### config.mk
export PLATFORM = sky130hd
export DESIGN_NAME = mem_bus_arbiter
export DESIGN_NICKNAME = d
export VERILOG_FILES = /design/src/rtl/mem_bus_arbiter.sv
export SDC_FILE = /design/constraint.sdc
export NUM_CORES = 1
export LEC_CHECK = 0
export CAP_MARGIN = 30
export CORE_ASPECT_RATIO = 0.9
export CORE_UTILIZATION = 35
export CTS_BUF_LIST = sky130_fd_sc_hd__clkbuf_2 sky130_fd_sc_hd__clkbuf_4 sky130_fd_sc_hd__clkbuf_8
export DETAILED_ROUTE_END_ITERATION = 6
export HOLD_SLACK_MARGIN = 0.15
export PLACE_DENSITY = 0.88
export SLEW_MARGIN = 20
export SYNTH_ARGS = -nofsm -noshare
export SYNTH_HDL_FRONTEND = slang
export SYNTH_SLANG_ARGS = --single-unit
### constraint.sdc
create_clock -name clock -period 2.1 [get_ports clock]
set_input_delay 0.21 -clock clock [delete_from_list [all_inputs] [get_ports clock]]
set_output_delay 0.21 -clock clock [all_outputs]
set_load 0.05 [all_outputs]
### src/rtl/mem_bus_arbiter.sv
// Two-master round-robin arbiter for one memory bus: one latched transaction per grant.
// Latency: request->strobe 1 cycle, ready->m*Ready 0 cycles; masters wait for m*Ready.
// Optional bus timeout when MEM_ARB_TIMEOUT_EN is defined.
module mem_bus_arbiter #(
  parameter int ADDRESS_SIZE   = 16,
  parameter int DATA_SIZE      = 32,
  parameter int TIMEOUT_CYCLES = 64
) (
  input  logic                      clock,
  input  logic                      reset,
  input  logic                      m0Strobe,
  input  logic [ADDRESS_SIZE-1:0]   m0Address,
  input  logic [DATA_SIZE-1:0]      m0DataWrite,
  input  logic [DATA_SIZE/8-1:0]    m0WriteEnable,
  output logic                      m0Ready,
  input  logic                      m1Strobe,
  input  logic [ADDRESS_SIZE-1:0]   m1Address,
  input  logic [DATA_SIZE-1:0]      m1DataWrite,
  input  logic [DATA_SIZE/8-1:0]    m1WriteEnable,
  output logic                      m1Ready,
  output logic                      mError,
  output logic [DATA_SIZE-1:0]      mDataRead,
  output logic [ADDRESS_SIZE-1:0]   address,
  output logic [DATA_SIZE-1:0]      dataWrite,
  output logic [DATA_SIZE/8-1:0]    writeEnable,
  output logic                      strobe,
  input  logic                      ready,
  input  logic [DATA_SIZE-1:0]      dataRead,
  output logic                      grant
);

  localparam int WE_SIZE = DATA_SIZE / 8;

  if (DATA_SIZE % 8 != 0) begin : g_bad_data_size
    $error("mem_bus_arbiter: DATA_SIZE must be a multiple of 8");
  end
  if (TIMEOUT_CYCLES < 2) begin : g_bad_timeout
    $error("mem_bus_arbiter: TIMEOUT_CYCLES must be at least 2");
  end

  typedef enum logic {IDLE, BUSY} state_t;

  state_t                   state_q, state_d;
  logic                     grant_q, grant_d;
  logic                     strobe_q, strobe_d;
  logic [ADDRESS_SIZE-1:0]  addr_q, addr_d;
  logic [DATA_SIZE-1:0]     wdat_q, wdat_d;
  logic [WE_SIZE-1:0]       we_q, we_d;
  logic                     win;
  logic                     timeout;

`ifdef MEM_ARB_TIMEOUT_EN
  localparam int CW = $clog2(TIMEOUT_CYCLES);
  localparam logic [CW-1:0] CNT_LAST = CW'(TIMEOUT_CYCLES - 1);

  logic [CW-1:0] cnt_q, cnt_d;

  // Held at zero outside BUSY, so every transaction starts counting from 0.
  always_comb begin
    cnt_d = '0;
    if (state_q == BUSY && !ready) begin
      cnt_d = cnt_q + 1'b1;
    end
  end

  always_ff @(posedge clock) begin
    if (!reset) begin
      cnt_q <= '0;
    end else begin
      cnt_q <= cnt_d;
    end
  end

  assign timeout = (state_q == BUSY) && (cnt_q == CNT_LAST) && !ready;
`else
  assign timeout = 1'b0;
`endif

  always_comb begin
    state_d  = state_q;
    grant_d  = grant_q;
    strobe_d = strobe_q;
    addr_d   = addr_q;
    wdat_d   = wdat_q;
    we_d     = we_q;
    m0Ready  = 1'b0;
    m1Ready  = 1'b0;
    mError   = 1'b0;
    // On a tie the master that did not win last time goes next.
    win      = (m0Strobe && m1Strobe) ? ~grant_q : m1Strobe;

    case (state_q)
      IDLE: begin
        if (m0Strobe || m1Strobe) begin
          grant_d  = win;
          strobe_d = 1'b1;
          addr_d   = win ? m1Address     : m0Address;
          wdat_d   = win ? m1DataWrite   : m0DataWrite;
          we_d     = win ? m1WriteEnable : m0WriteEnable;
          state_d  = BUSY;
        end
      end
      BUSY: begin
        if (ready || timeout) begin
          m0Ready  = ~grant_q;
          m1Ready  = grant_q;
          mError   = timeout;
          strobe_d = 1'b0;
          state_d  = IDLE;
        end
      end
      default: begin
        state_d  = IDLE;
        strobe_d = 1'b0;
      end
    endcase
  end

  always_ff @(posedge clock) begin
    if (!reset) begin
      state_q  <= IDLE;
      grant_q  <= 1'b1;
      strobe_q <= 1'b0;
      addr_q   <= '0;
      wdat_q   <= '0;
      we_q     <= '0;
    end else begin
      state_q  <= state_d;
      grant_q  <= grant_d;
      strobe_q <= strobe_d;
      addr_q   <= addr_d;
      wdat_q   <= wdat_d;
      we_q     <= we_d;
    end
  end

  assign address     = addr_q;
  assign dataWrite   = wdat_q;
  assign writeEnable = we_q;
  assign strobe      = strobe_q;
  assign grant       = grant_q;
  assign mDataRead   = dataRead;

endmodule

== Word level (Yosys, flattened, before mapping) ==
Index checks and enable logic that the tools add are counted.
Storage, ports and cells
  flip-flop bits (word level): 55
  bits of input ports: 141
  output and inout port bits: 89
  logic and storage cells: 28
Operators by class
  equality and inequality tests: 2
  muxes and demuxes: 14
  bitwise operators: 2
  reduce and logical (&&, ||, !) cells: 4
Operators with widths (count)
  two-way mux 32 bit: 1
  two-way mux 16 bit: 1
  two-way mux 1 bit: 9
  two-way mux 4 bit: 1
  inequality test 2 bit (second input constant): 2
  case mux 1 bit (2 select lines): 2
  AND reduction 2 bit: 2
  NOT 1 bit: 2
  logical AND 1 bit: 1
  logical OR 1 bit: 1

== Logic depth before layout (Yosys ltp) ==
Gate-level depths: netlist of the first run.
  depth in word-level cells: 3
  mapped depth: 5
  mapped depth without buffers: 3

== Worst setup path after synthesis of the first run ==
Ideal clock, no wire load.
  kind: register to output
  from: register grant_q (netlist: grant)
  to: output port m1Ready
  arrival time: 1.287 ns
  data required time: 1.890 ns
  slack: 0.603 ns
  cell stages (with the launch flop): 2
  path buffers: 0
  cells stage by stage: dfxtp_1 -> and3_1
Between the ends
  cells in the longest elaborated chain, start to end: 2
Ends and longest elaborated chain
  from (decl): line 44  | logic grant_q, grant_d;
  from (signal assigned): line 129  | grant_q <= grant_d;
  two-way mux 1 bit: line 104  | if (ready || timeout) begin
  two-way mux 1 bit: line 92  | case (state_q)
  to (decl): line 20  | output logic m1Ready,
No other way between the ends.

== Worst setup path after layout of the first run ==
  from: register grant_q (netlist: grant)
  to: output port grant
RTL lines
  to (decl): line 29  | output logic grant
No word-level cell between the ends.

==> summary.txt, run 1 <==
Synthesis
  • Syn avg cell area: 7.845 um^2
  • Complex-gate fraction of the synthesized area: 24.94%
  • Netlist cell types: 18
  • Yosys reg bits: 55
  • Post-synthesis adder-cell area fraction: 0%
  • Register area share after synthesis: 41.65%
  • Mux cell area share after synthesis: 0%
  • XOR/XNOR share of the synthesized area: 0%
  • Largest family of logic cells by synthesized area: compound AO/OA/AOI/OAI gates
  • Synthesized area: 2644 um^2
  • Post-Synthesis Cells: 337
  • Synthesized Nets: 478
  • Synth Warn #: 0
  • Synth Area in Simple Gates: 15.29%

Job
  • Max-cap violations: 0

Worst setup path
  • Delay-heaviest family, CP: buffers and inverters
  • CP required: 1.89 ns
  • CP bufs+invs: 1
  • Critical-path cell list: clkdlybuf4s50_1
  • Largest stage delay on the critical path: 0.86 ns
  • Critical path type: register to output pin
  • Critical Path AT: 1.63 ns
  • Worst setup EP type: output pin
  • Maximum fanout along the worst path: 7
  • Setup crit start kind: register
  • Slowest cell on the critical path: clkdlybuf4s50_1

Routing
  • Final Routed Wirelength: 7575 um
  • Drt pass-1 iters: 4
  • Wire length per cell: 13.82 um
  • Detail Route Antenna Nets: 0
  • Via count: 2758
  • DRC viols: 0
  • Initial DRC Count: 99
  • Via density: 5.033

Clock tree
  • Clock Pin Slew Worst Setup and Hold Paths: 0.10 ns
  • CTS Root Cell: clkbuf_8
  • Sink Count: 55
  • Post-CTS Hold Buffers: 0
  • Maximum buffer depth of the clock tree: 2
  • H-tree levels: 2
  • Clock Latency Late Sink: 0.30 ns
  • CTS tree: built
  • Total CTS buffers: 5
  • Post-CTS setup buffer count: 0
  • Resized cells post-CTS: 0

Timing
  • Hold Vio Cnt, Final: 0
  • Fmax: 543.4 MHz
  • TNS Setup: 0 ns
  • RSZ-0062 raised after global routing: false
  • Slew at the pin with the worst max-slew slack: 0.5221 ns
  • Fraction of the cycle the final worst path needs: 87.64%
  • Final setup vio count: 0
  • Final Slew Violations: 0
  • Max_slew headroom: 65.08%
  • Worst Skew: 0.007138 ns
  • Min Tclk post-route: 1.840 ns

Final layout
  • Fill cells: 635
  • Share of cells above drive strength 1: 4.396%
  • Final Non-Filler Cells: 548
  • Most frequent cells in the layout: 162 x clkdlybuf4s50_1, 105 x nand2_1, 55 x dfxtp_1, 53 x o21ai_0, 52 x a31oi_1
  • Commonest non-fill, non-tap cell in the layout: clkdlybuf4s50_1
  • # diodes: 0
  • # nets final: 595
  • Utilization after layout: 57.75%
  • Area Overhead vs Synth: 56.93%

GRT
  • Overflow after GRT: 0
  • First-pass GRT wire length: 11870 um
  • Vias in the first global route: 2642
  • GR Util All Layers: 18.83%
  • Pin count of the biggest net entering global routing: 56
  • Initial antenna violation count: 0

Floorplan
  • I/O pins: 230
  • Site Rows: 29
  • Die X: 93.62 um
  • Initial Util: 36.80%
  • Die height: 84.45 um
  • Die Footprint: 7906 um^2
  • Core area: 7184 um^2

Run status
  • Status: finished clean

Worst hold path
  • Hold Crit Class: input pin to output pin

Placement
  • Dpl hpwl: 5500 um
  • Placed insts: 540
  • IO buf count: 164
  • Placer Congestion: 0.7683

Power and ir drop
  • Maximum vdd drop: 0.3580 mV
  • Leak pwr: 1.608 nW
  • PD cells: 749.6 nW/um^2
==> cells in the mapped netlist <==
cell / n / area share [%]
o21ai_0: 53 / 10
a21bo_1: 1 / 0.38
o311a_2: 1 / 0.43
a21boi_4: 1 / 0.71
conb_1: 1 / 0.14
a31oi_1: 52 / 12
o311ai_0: 1 / 0.33
o21ba_2: 1 / 0.38
nor2_1: 1 / 0.14
buf_4: 38 / 11
clkbuf_1: 6 / 0.85
buf_6: 12 / 5.1
dfxtp_1: 55 / 42
buf_2: 5 / 0.95
and3_1: 1 / 0.24
inv_1: 2 / 0.28
o211a_1: 1 / 0.38
nand2_1: 105 / 15
==> flip-flops by register name, summed over array words and instances, names as in the netlist <==
signal	count
address	16
writeEnable	4
state_q	1
strobe	1
dataWrite	32
grant	1
==> stage by stage <==
stage | hold slack, ns | total power, mW | setup WS, ns | instance area (um^2)
global placement | 0.4203 | 2.303 | 0.5064 | 4013
detailed placement | 0.4203 | 2.321 | 0.4190 | 4013
floorplan | 0.3535 | 2.037 | 0.6032 | 2644
finish | 0.4200 | 3.110 | 0.2596 | 4149
CTS | 0.4203 | 3.141 | 0.2352 | 4149
global route | 0.4201 | 3.259 | 0.1956 | 4149
==> routing by layer <==
layer	GRT usage [%]	share of wire, %	up-vias
met2	33.29	47	140
met4	5.874	1.5	0
li1	-	-	1349
met3	7.337	10	12
met5	0	0	-
met1	20.64	41	1257
==> kinds of logic after synthesis <==
| family | after synthesis |
|---|---|
| other cells | 1 |
| simple gates | 107 |
| flops | 55 |
| compound gates | 111 |
| buf+inv | 63 |
==> report_power, final <==
part,total (mW),internal [mW],switching [mW]
Clock,0.816,0.475,0.340
Sequential,1.21,1.15,0.0560
Combinational,1.09,0.452,0.636
==> path summary, 6_finish.rpt <==
check              startpoint           end  slack, ns  cells past startpoint
setup / recovery        grant         grant       0.26                      1
hold / removal    dataRead[0]  mDataRead[0]       0.42                      0
setup reg to reg        grant  dataWrite[2]       0.81                      4
hold reg to reg        strobe        strobe       0.51                      1
==> final cells by class <==
class / instances / area, um^2 / share of cell area, %
flip-flops and latches: 55 / 1101 / 26.54
inverters: 2 / 7.507 / 0.1809
clock inverters: 3 / 67.56 / 1.628
clock buffers: 5 / 68.82 / 1.659
multi-input cells: 219 / 1074 / 25.87
repair buffers: 171 / 1714 / 41.31
well taps: 93 / 116.4 / 2.805
Note: power is estimated with default switching activity, not from simulation.
==> run 2, diff against run 1 <==
--- a/config.mk
+++ b/config.mk
@@ -5,7 +5,7 @@
 export SDC_FILE = /design/constraint.sdc
 export NUM_CORES = 1
 export LEC_CHECK = 0
-export CAP_MARGIN = 30
+export CAP_MARGIN = 20
 export CORE_ASPECT_RATIO = 0.9
 export CORE_UTILIZATION = 35
 export CTS_BUF_LIST = sky130_fd_sc_hd__clkbuf_2 sky130_fd_sc_hd__clkbuf_4 sky130_fd_sc_hd__clkbuf_8
==> results of run 2 <==
Final layout, timing and power as in run 1 (identical DEF).
==> run 3, diff against run 2 <==
--- a/config.mk
+++ b/config.mk
@@ -10,7 +10,7 @@
 export CORE_UTILIZATION = 35
 export CTS_BUF_LIST = sky130_fd_sc_hd__clkbuf_2 sky130_fd_sc_hd__clkbuf_4 sky130_fd_sc_hd__clkbuf_8
 export DETAILED_ROUTE_END_ITERATION = 6
-export HOLD_SLACK_MARGIN = 0.15
+export GPL_TIMING_DRIVEN = 0
 export PLACE_DENSITY = 0.88
 export SLEW_MARGIN = 20
 export SYNTH_ARGS = -nofsm -noshare
==> run 3 against run 2 <==
Effect of this change: worst hold slack lost 0.049 ns; first-iteration DRC count shrank 11%; clock skew grew 0.0019 ns; largest cell class unchanged; sequential share of layout area shrank 3.8 points; non-clock buffer count grew 85; setup slack lost 0.13 ns; largest power group is now combinational logic; final cell count grew 16%.
==> summary.txt, run 3 (synthesis results as in run 1) <==
Placement
  • Dpl hpwl: 7121 um (was 5500 um)
  • IO buf count: 195 (was 164)
  • Placer Congestion: 0.7641 (was 0.7683)
  • Placed cell area: 4712 um^2 (was 4013 um^2)

Floorplan
  • Die height: 84.45 um (unchanged)
  • I/O pins: 230 (unchanged)
  • Die X: 93.62 um (unchanged)
  • Die Footprint: 7906 um^2 (unchanged)
  • Site Rows: 29 (unchanged)
  • Initial Util: 36.80% (unchanged)
  • Core area: 7184 um^2 (unchanged)

Final layout
  • Largest register FFs: 32 (unchanged)
  • Layout Cell Area excl Fill: 4848 um^2 (was 4149 um^2)
  • Commonest non-fill, non-tap cell in the layout: clkdlybuf4s50_1 (unchanged)
  • Area Overhead vs Synth: 83.39% (was 56.93%)
  • Most frequent cells in the layout: 195 x clkdlybuf4s50_1, 105 x nand2_1, 55 x dfxtp_1, 53 x o21ai_0, 52 x a31oi_1 (was 162 x clkdlybuf4s50_1, 105 x nand2_1, 55 x dfxtp_1, 53 x o21ai_0, 52 x a31oi_1)
  • # diodes: 0 (unchanged)
  • Share of cells above drive strength 1: 12.22% (was 4.396%)
  • # nets final: 680 (was 595)

Routing
  • Via count: 3134 (was 2758)
  • Drt pass-1 iters: 4 (unchanged)
  • Wire length per cell: 14.48 um (was 13.82 um)
  • DRC viols: 0 (unchanged)
  • Via density: 4.951 (was 5.033)
  • Initial DRC Count: 88 (was 99)
  • Detail Route Antenna Nets: 0 (unchanged)
  • Final Routed Wirelength: 9165 um (was 7575 um)

Timing
  • Final setup vio count: 0 (unchanged)
  • Max_slew headroom: 63.65% (was 65.08%)
  • Final Slew Violations: 0 (unchanged)
  • Fmax: 507.6 MHz (was 543.4 MHz)
  • Slew at the pin with the worst max-slew slack: 0.5435 ns (was 0.5221 ns)
  • Hold Vio Cnt, Final: 0 (unchanged)
  • RSZ-0062 raised after global routing: false (unchanged)
  • TNS Setup: 0 ns (unchanged)
  • Fraction of the cycle the final worst path needs: 93.81% (was 87.64%)
  • Worst Skew: 0.009020 ns (was 0.007138 ns)
  • Min Tclk post-route: 1.970 ns (was 1.840 ns)

Worst setup path
  • RR Endpoint: address[9] (was dataWrite[2])
  • Critical Path AT: 1.76 ns (was 1.63 ns)
  • Worst setup EP type: output pin (unchanged)
  • Worst R2R Setup Slack: 0.77 ns (was 0.81 ns)
  • CP required: 1.89 ns (about the same)
  • Reg2reg path depth: 4 (unchanged)
  • R2R Path Start: state_q (was grant)
  • Critical path type: register to output pin (unchanged)
  • Critical Path Start: grant (unchanged)
  • Setup crit start kind: register (unchanged)
  • Maximum fanout along the worst path: 7 (unchanged)

Clock tree
  • Total CTS buffers: 5 (unchanged)
  • Maximum buffer depth of the clock tree: 2 (unchanged)
  • CTS Root Cell: clkbuf_8 (unchanged)
  • H-tree levels: 2 (unchanged)
  • Post-CTS Hold Buffers: 0 (unchanged)
  • Post-CTS setup buffer count: 0 (unchanged)
  • CTS tree: built (unchanged)
  • Clock Latency Late Sink: 0.30 ns (about the same)
  • Sink Count: 55 (unchanged)
  • Resized cells post-CTS: 0 (unchanged)
  • Clock Pin Slew Worst Setup and Hold Paths: 0.09 ns (was 0.10 ns)

GRT
  • First-pass GRT wire length: 14360 um (was 11870 um)
  • Vias in the first global route: 3007 (was 2642)
  • Pin count of the biggest net entering global routing: 17 (was 56)
  • Initial antenna violation count: 0 (unchanged)
  • Met3 usage: 6.612% (was 7.337%)
  • GR Util All Layers: 22.73% (was 18.83%)
  • Busiest metal layer after global routing: met2 (unchanged)
  • M1 GR Usage: 26.66% (was 20.64%)
  • Met2 Use GR: 40.57% (was 33.29%)
  • Overflow after GRT: 0 (unchanged)

Run status
  • Status: finished clean (unchanged)

Worst hold path
  • Hold Crit Class: input pin to register (was input pin to output pin)
  • Sink of the worst hold path: dataWrite[28] (was mDataRead[0])
  • Hold path start: reset (was dataRead[0])
  • WHS Path Cells: 3 (was 0)

Power and ir drop
  • Maximum vdd drop: 0.3931 mV (was 0.3580 mV)
  • PD cells: 700.2 nW/um^2 (was 749.6 nW/um^2)
  • Leak pwr: 1.967 nW (was 1.608 nW)

Job
  • Max-cap violations: 0 (unchanged)
[run 3: cell types whose count changed in the layout (fill, tap and decap cells not counted), sizes merged]
| cell | previous run | this run |
|---|---|---|
| buf | 9 | 55 |
| clkdlybuf4s50 | 162 | 195 |
| clkbuf | 5 | 12 |
| clkinvlp | 1 | 0 |
[run 3: cell type report]
type | count | area, um^2
clock buffer | 6 | 76.32
multi-input combinational | 219 | 1067
fill | 569 | 2336
clock inverter | 2 | 60.06
tap | 93 | 116.4
timing repair buffer | 195 | 1952
sequential | 55 | 1101
buffer | 61 | 467.9
inverter | 2 | 7.507
[run 3: worst max path at each step]
stage | end | slack (ns) | depth (start not counted)
final | m1Ready | 0.13 | 2
after global routing | m0Ready | 0.04 | 3
after CTS | m1Ready | 0.12 | 2
after detailed placement | m0Ready | 0.20 | 4
after global placement | m0Ready | 0.22 | 4
after floorplan | m1Ready | 0.60 | 1
[run 3: routing by layer]
| layer | share of wire [%] | vias to the layer above |
|---|---|---|
| li1 | - | 1522 |
| met1 | 40 | 1438 |
| met2 | 49 | 161 |
| met3 | 10 | 13 |
| met4 | 1.3 | 0 |
| met5 | 0 | - |
[run 3: per-stage QoR]
step	hold WS [ns]	power (mW)	instances	worst slack (ns)	utilization [%]
6_report	0.3705	3.395	633	0.1300	67.49
5_1_grt	0.4277	3.548	633	0.04329	67.49
4_1_cts	0.3853	3.416	633	0.1151	67.49
3_5_place_dp	0.4885	2.593	625	0.1966	65.59
3_3_place_gp	0.4814	2.573	625	0.2187	65.59
2_1_floorplan	0.3535	2.037	337	0.6032	-
[run 3: worst max-delay path, stage by stage (launching register included)]
cell	delay [ns]
dfxtp_1	0.47
and3_1	0.19
clkdlybuf4s50_1	0.80
[run 3: where the power goes]
group | internal, mW | switching [mW] | total, mW
clock network | 0.490 | 0.334 | 0.824
registers | 1.15 | 0.0564 | 1.21
logic | 0.569 | 0.796 | 1.37
